===== src/rtl/loop_deadtime_gen_if.sv =====
// Gate-drive control bundle between a PWM controller and the dead-time generator.
// Latency: none (wires only).
// Backpressure: none; all signals are levels or single-cycle pulses.
//
// Port summary (slave = dead-time generator):
//   pwm_n      : active-low high-side request, asynchronous to the cell clock
//   en         : converter enable
//   dt_cfg     : dead time in clocks (0 behaves as 1)
//   fault      : overcurrent/UVLO level, active-high
//   fault_clr  : single-cycle fault-latch clear
//   zcd        : zero-cross detect, active-high
//   hs_on      : high-side gate enable
//   ls_on      : low-side gate enable
//   fault_flag : latched fault indicator
interface loop_deadtime_gen_if #(
    parameter int DT_W = 4
);
    logic            pwm_n;
    logic            en;
    logic [DT_W-1:0] dt_cfg;
    logic            fault;
    logic            fault_clr;
    logic            zcd;
    logic            hs_on;
    logic            ls_on;
    logic            fault_flag;

    modport master (
        output pwm_n, en, dt_cfg, fault, fault_clr, zcd,
        input  hs_on, ls_on, fault_flag
    );

    modport slave (
        input  pwm_n, en, dt_cfg, fault, fault_clr, zcd,
        output hs_on, ls_on, fault_flag
    );
endinterface


===== src/rtl/loop_deadtime_gen.sv =====
// Half-bridge dead-time generator: turns a PWM request into non-overlapping hs/ls gate enables.
// Latency: pwm_n edge to start of dead time 2-3 clocks (2-flop synchronizer), dead time max(dt_cfg,1).
// Backpressure: none; fault drops both gates combinationally, en low returns to IDLE next edge.
//
// Ports:
//   CELCLK  : sole clock, rising edge
//   CELRSTN : asynchronous active-low reset
//   CELV, CELG, SUB : supply/ground/substrate ties, no logic function
//   bus     : loop_deadtime_gen_if.slave (pwm_n, en, dt_cfg, fault, fault_clr, zcd -> hs_on, ls_on, fault_flag)
// Build option: define LOOP_DT_ZCD_EN to enable diode emulation (zcd ends the low-side phase).
module loop_deadtime_gen #(
    parameter int DT_W   = 4,
    parameter int MIN_ON = 3
) (
    input  logic                 CELCLK,
    input  logic                 CELRSTN,
    input  logic                 CELV,
    input  logic                 CELG,
    input  logic                 SUB,
    loop_deadtime_gen_if.slave   bus
);

    typedef enum logic [2:0] {
        ST_IDLE,
        ST_DT_H,
        ST_HS_ON,
        ST_DT_L,
        ST_LS_ON,
        ST_FAULT
    } state_t;

    localparam logic [3:0] ON_MIN = 4'(MIN_ON);
    localparam logic [3:0] ON_SAT = 4'd15;

    state_t          state_q;
    logic            sync1_q;
    logic            sync2_q;
    logic            req;
    logic [DT_W-1:0] dt_cnt_q;
    logic [DT_W-1:0] dt_load_d;
    logic [3:0]      on_cnt_q;
    logic            hs_q;
    logic            ls_q;
    logic            fault_flag_q;
`ifdef LOOP_DT_ZCD_EN
    // Set when diode emulation ended the low-side phase; IDLE then waits for a
    // fresh high-side request instead of re-entering DT_L.
    logic            zcd_hold_q;
`endif

    // Tie pins carry no logic; fold them into one sink so they are visibly consumed.
    logic unused_ties;
    assign unused_ties = ^{CELV, CELG, SUB, bus.zcd};

    // Synchronizer resets to 1 so that reset reads as "no request".
    always_ff @(posedge CELCLK or negedge CELRSTN) begin
        if (!CELRSTN) begin
            sync1_q <= 1'b1;
            sync2_q <= 1'b1;
        end else begin
            sync1_q <= bus.pwm_n;
            sync2_q <= sync1_q;
        end
    end

    assign req = ~sync2_q;

    // Counter holds remaining-cycles-minus-one, so dt_cfg of 0 and 1 both give one dead cycle.
    assign dt_load_d = (bus.dt_cfg == '0) ? '0 : bus.dt_cfg - DT_W'(1);

    always_ff @(posedge CELCLK or negedge CELRSTN) begin
        if (!CELRSTN) begin
            state_q      <= ST_IDLE;
            dt_cnt_q     <= '0;
            on_cnt_q     <= '0;
            hs_q         <= 1'b0;
            ls_q         <= 1'b0;
            fault_flag_q <= 1'b0;
`ifdef LOOP_DT_ZCD_EN
            zcd_hold_q   <= 1'b0;
`endif
        end else if (bus.fault) begin
            state_q      <= ST_FAULT;
            hs_q         <= 1'b0;
            ls_q         <= 1'b0;
            fault_flag_q <= 1'b1;
        end else if (state_q == ST_FAULT) begin
            // fault is known low here, so a clear request is honoured.
            if (bus.fault_clr) begin
                state_q      <= ST_IDLE;
                fault_flag_q <= 1'b0;
            end
        end else if (!bus.en) begin
            state_q <= ST_IDLE;
            hs_q    <= 1'b0;
            ls_q    <= 1'b0;
        end else begin
            unique case (state_q)
                ST_IDLE: begin
                    if (req) begin
                        state_q  <= ST_DT_H;
                        dt_cnt_q <= dt_load_d;
`ifdef LOOP_DT_ZCD_EN
                        zcd_hold_q <= 1'b0;
                    end else if (!zcd_hold_q) begin
`else
                    end else begin
`endif
                        state_q  <= ST_DT_L;
                        dt_cnt_q <= dt_load_d;
                    end
                end
                ST_DT_H: begin
                    if (dt_cnt_q == '0) begin
                        state_q  <= ST_HS_ON;
                        hs_q     <= 1'b1;
                        on_cnt_q <= 4'd1;
                    end else begin
                        dt_cnt_q <= dt_cnt_q - DT_W'(1);
                    end
                end
                ST_HS_ON: begin
                    // on_cnt_q counts cycles already spent high, including this one.
                    if (on_cnt_q >= ON_MIN && !req) begin
                        state_q  <= ST_DT_L;
                        hs_q     <= 1'b0;
                        dt_cnt_q <= dt_load_d;
                    end else if (on_cnt_q != ON_SAT) begin
                        on_cnt_q <= on_cnt_q + 4'd1;
                    end
                end
                ST_DT_L: begin
                    if (dt_cnt_q == '0) begin
                        state_q <= ST_LS_ON;
                        ls_q    <= 1'b1;
                    end else begin
                        dt_cnt_q <= dt_cnt_q - DT_W'(1);
                    end
                end
                ST_LS_ON: begin
`ifdef LOOP_DT_ZCD_EN
                    if (bus.zcd && !req) begin
                        state_q    <= ST_IDLE;
                        ls_q       <= 1'b0;
                        zcd_hold_q <= 1'b1;
                    end else
`endif
                    if (req) begin
                        state_q  <= ST_DT_H;
                        ls_q     <= 1'b0;
                        dt_cnt_q <= dt_load_d;
                    end
                end
                default: begin
                    state_q <= ST_IDLE;
                    hs_q    <= 1'b0;
                    ls_q    <= 1'b0;
                end
            endcase
        end
    end

    // fault gates the registered enables so the bridge turns off in the same cycle.
    assign bus.hs_on      = hs_q & ~bus.fault;
    assign bus.ls_on      = ls_q & ~bus.fault;
    assign bus.fault_flag = fault_flag_q;

endmodule


===== src/flat_wrapper.sv =====
// flat-port wrapper written by rule: the top's interface ports become plain ports
module loop_deadtime_gen_flat 
#(
    parameter int DT_W   = 4,
    parameter int MIN_ON = 3
)
  (CELCLK, CELRSTN, CELV, CELG, SUB, bus_pwm_n, bus_en, bus_dt_cfg, bus_fault, bus_fault_clr, bus_zcd, bus_hs_on, bus_ls_on, bus_fault_flag);
  loop_deadtime_gen_if #(.DT_W(DT_W)) bus_i ();
  input  logic CELCLK;
  input  logic CELRSTN;
  input  logic CELV;
  input  logic CELG;
  input  logic SUB;
  input wire logic [$bits(bus_i.pwm_n)-1:0] bus_pwm_n;
  input wire logic [$bits(bus_i.en)-1:0] bus_en;
  input wire logic [$bits(bus_i.dt_cfg)-1:0] bus_dt_cfg;
  input wire logic [$bits(bus_i.fault)-1:0] bus_fault;
  input wire logic [$bits(bus_i.fault_clr)-1:0] bus_fault_clr;
  input wire logic [$bits(bus_i.zcd)-1:0] bus_zcd;
  output wire logic [$bits(bus_i.hs_on)-1:0] bus_hs_on;
  output wire logic [$bits(bus_i.ls_on)-1:0] bus_ls_on;
  output wire logic [$bits(bus_i.fault_flag)-1:0] bus_fault_flag;
  assign bus_i.pwm_n = bus_pwm_n;
  assign bus_i.en = bus_en;
  assign bus_i.dt_cfg = bus_dt_cfg;
  assign bus_i.fault = bus_fault;
  assign bus_i.fault_clr = bus_fault_clr;
  assign bus_i.zcd = bus_zcd;
  assign bus_hs_on = bus_i.hs_on;
  assign bus_ls_on = bus_i.ls_on;
  assign bus_fault_flag = bus_i.fault_flag;
  loop_deadtime_gen #(.DT_W(DT_W), .MIN_ON(MIN_ON)) u_core (.CELCLK(CELCLK), .CELRSTN(CELRSTN), .CELV(CELV), .CELG(CELG), .SUB(SUB), .bus(bus_i));
endmodule

===== config.mk =====
export PLATFORM = sky130hd
export DESIGN_NAME = loop_deadtime_gen_flat
export DESIGN_NICKNAME = d
export VERILOG_FILES = /design/src/rtl/loop_deadtime_gen_if.sv /design/src/rtl/loop_deadtime_gen.sv /design/src/flat_wrapper.sv
export SDC_FILE = /design/constraint.sdc
export NUM_CORES = 1
export LEC_CHECK = 0
export CAP_MARGIN = 0
export CORE_AREA = 2 2 55 57
export DETAILED_ROUTE_END_ITERATION = 10
export DIE_AREA = 0 0 57 59
export PLACE_DENSITY_LB_ADDON = 0.1
export SLEW_MARGIN = 20
export SYNTH_ARGS = -nofsm -noshare
export SYNTH_HDL_FRONTEND = slang
export SYNTH_SLANG_ARGS = --single-unit

===== constraint.sdc =====
create_clock -name CELCLK -period 2.8 [get_ports CELCLK]
set_clock_uncertainty 0.2 [all_clocks]
set_input_delay 0.84 -clock CELCLK [delete_from_list [all_inputs] [get_ports CELCLK]]
set_output_delay 0.84 -clock CELCLK [all_outputs]
set_load 0.02 [all_outputs]

==> reports/qor.csv <==
metric,value,unit
ys_types,45,
ios,17,
post-route-util,46.1,%
dieArea,3360,um2
vias_per_cell,5.81,
powerDensity,563,nW/um2
antenna_found_initial,0,
worst_pin_slew,0.498,ns
reg2reg_slack,0.58,ns
min_period_over_period,95.7,%
start_util,38.6,%
critPathMaxStageDelay,0.46,ns
diodes,0,
track_usage,14.8,%
dp_hpwl,1.64,mm
drtIter0Drc,36,
setup_viol,0,
cts_root_buf,clkbuf_4,
yosysMostFrequentCell,dfrtp_1,
p_leak,0.000527,uW
maxSlewViolCount,0,
crit_path_end_kind,output port,
rsz0062_at_grt,no,
synthTopCellsByCount,"dfrtp_1 (14), o21ai_0 (10), nand2_1 (8)",
drc,0,
cp_max_fo,4,
nets,149,
clk_pin_slew_worst_paths,0.10,ns
holdWs,0.161,ns
synth_area_leaders,"dfrtp_1 (33%), dfstp_2 (5.0%), o21ai_0 (4.8%), a21o_1 (4.3%), nand2b_1 (3.0%)",
grt_pass1_vias,891,
vias,947,
port_buffers,12,
core,2710,um2
gp_congestion,0.852,
cts_setup_buffers,0,
grt_overflow,0,
synth_area_leader_cell,dfrtp_1,
antenna_left,0,
async_reset_ff_share,100,%
cts_tree,built,
syn2layout_area_growth,19.4,%
syn_inst,115,
clk_latency,0.29,ns
first_pass_iters,4,
routed_wl,2.19,mm
ys_seq_area_share,38.5,%
cp_cell_sequence,clkdlybuf4s50_1 > nor2b_1 > buf_2,
syn_nets,131,
synth_top_area_share,33.5,%
worst-endpoint-required,1.76,ns
numClockSinks,16,
switching_power,241,uW
max-vdd-ir-drop,0.000378,V
cts_buffers,3,
critical_path.top_delay_family,buffers and inverters,
cts_max_level,1,
wl_per_cell,13.4,um
switching_share,34.2,%
cap_viol_max_count,0,
p_int,463,uW
rows,19,
crit_slowest_cell,clkdlybuf4s50_1,
p_comb_share,30.0,%
fin_crit,2.68,ns
fmax,373,MHz
status,completed,
drive_gt1_share,15.9,%
critical_path_arrival,1.64,ns
synth_edf_count,0,
synth_seq_cells,16,
seq_power_share,47.5,%
startpoint_type,input port,
power_frac_clock,22.5,%
fp.dieH,59,um
path_buf_inv,2,
relSlewSlack,65.9,%
clock_path_buffers,2,
synth_ff_type,dfrtp_1,
grt_max_degree,18,
grt_pass1_wl,3.93,mm
hold_violations,0,
syn_avg_cell_area,9.11,um2
hold_class,flop to flop,
die_x,57,um
path_class,input port to output port,
synth_warnings,0,
synth_area,1050,um2
-- worst paths after layout --
path / startpoint / end / cells after the start
worst max-delay path: bus_fault / bus_hs_on / 3
worst min register to register: u_core.sync1_q / u_core.sync2_q / 0
min in group asynchronous: CELRSTN / u_core.dt_cnt_q[2] / 2
worst min-delay path: u_core.sync1_q / u_core.sync2_q / 0
worst max register to register: u_core.on_cnt_q[0] / u_core.on_cnt_q[1] / 5
max in group asynchronous: CELRSTN / u_core.sync2_q / 2
-- sequential cells by signal, indices dropped and copies added, names as in the netlist --
register and flops:
u_core.sync2_q 1, u_core.sync1_q 1, u_core.on_cnt_q 4, u_core.ls_q 1, u_core.dt_cnt_q 4, u_core.bus.fault_flag 1
u_core.state_q 3, u_core.hs_q 1
-- logic make-up (layout without fill, tap and decap cells) --
kind of cell / Yosys count / count (layout) / share of synthesized area, %
compound gates: 41 / 41 / 29.9
buf+inv: 11 / 28 / 4.42
simple gates: 43 / 43 / 23.1
fa+ha+maj: 2 / 2 / 2.39
mux: 1 / 1 / 0.956
flops: 16 / 16 / 38.5
xor+xnor: 1 / 1 / 0.836
-- power by group through the flow --
stage	sequential, uW	clock [uW]	combinational, uW
6_report	334	159	211
5_1_grt	341	173	242
4_1_cts	333	167	214
3_5_place_dp	338	0	214
3_3_place_gp	339	0	210
2_1_floorplan	317	0	164
-- cells in the final DEF (no fill, tap or decap), types with 2 or more instances in the layout --
cell type        netlist  layout
ha_1                   2       2
nand2b_1               5       5
a21oi_1                2       2
nor2b_1                3       3
nand3_1                6       6
a31oi_1                3       3
a21o_1                 6       6
nand2_1                8       8
nor2_1                 7       7
clkdlybuf4s50_1        0      10
or3_1                  3       3
dfrtp_1               14      14
o211ai_1               2       2
clkbuf_4               0       3
nor3b_1                2       2
inv_1                  7       7
o2bb2ai_1              2       2
buf_4                  1       5
nand4_1                2       2
o21ai_0               10      10
o31a_1                 2       2
dfstp_2                2       2
-- final cells by class --
cell class	count	area, um2
fill	279	1460
multi-input combinational	88	598
sequential	16	403
timing repair buffer	17	148
tap	31	38.8
clock buffer	4	36.3
inverter	7	26.3
-- per-stage QoR --
step           std cells  TNS (ns)  setup WS (ns)  area [um2]  power (uW)
6_report             163         0          0.121        1250         704
5_1_grt              163         0         0.0548        1250         756
2_1_floorplan        115         0          0.382        1050         481
3_5_place_dp         159    -0.605         -0.336        1220         552
4_1_cts              163         0        0.00512        1260         715
3_3_place_gp         159    -0.585         -0.323        1220         548
-- repair_timing --
item	4_1_cts	5_1_grt
hold endpoints to repair	0	0
endpoints found under the setup margin	2	2
hold buffers	0	0
resized for setup	4	3
-- routing by layer --
metal / share of wire, % / vias up / GRT usage [%]
met1: 48 / 455 / 19.4
met5: 0 / - / 0
li1: - / 473 / -
met2: 46 / 17 / 23.8
met4: 0.78 / 0 / 3.99
met3: 4.5 / 2 / 4.80
Power figures use the tool's default switching activity.
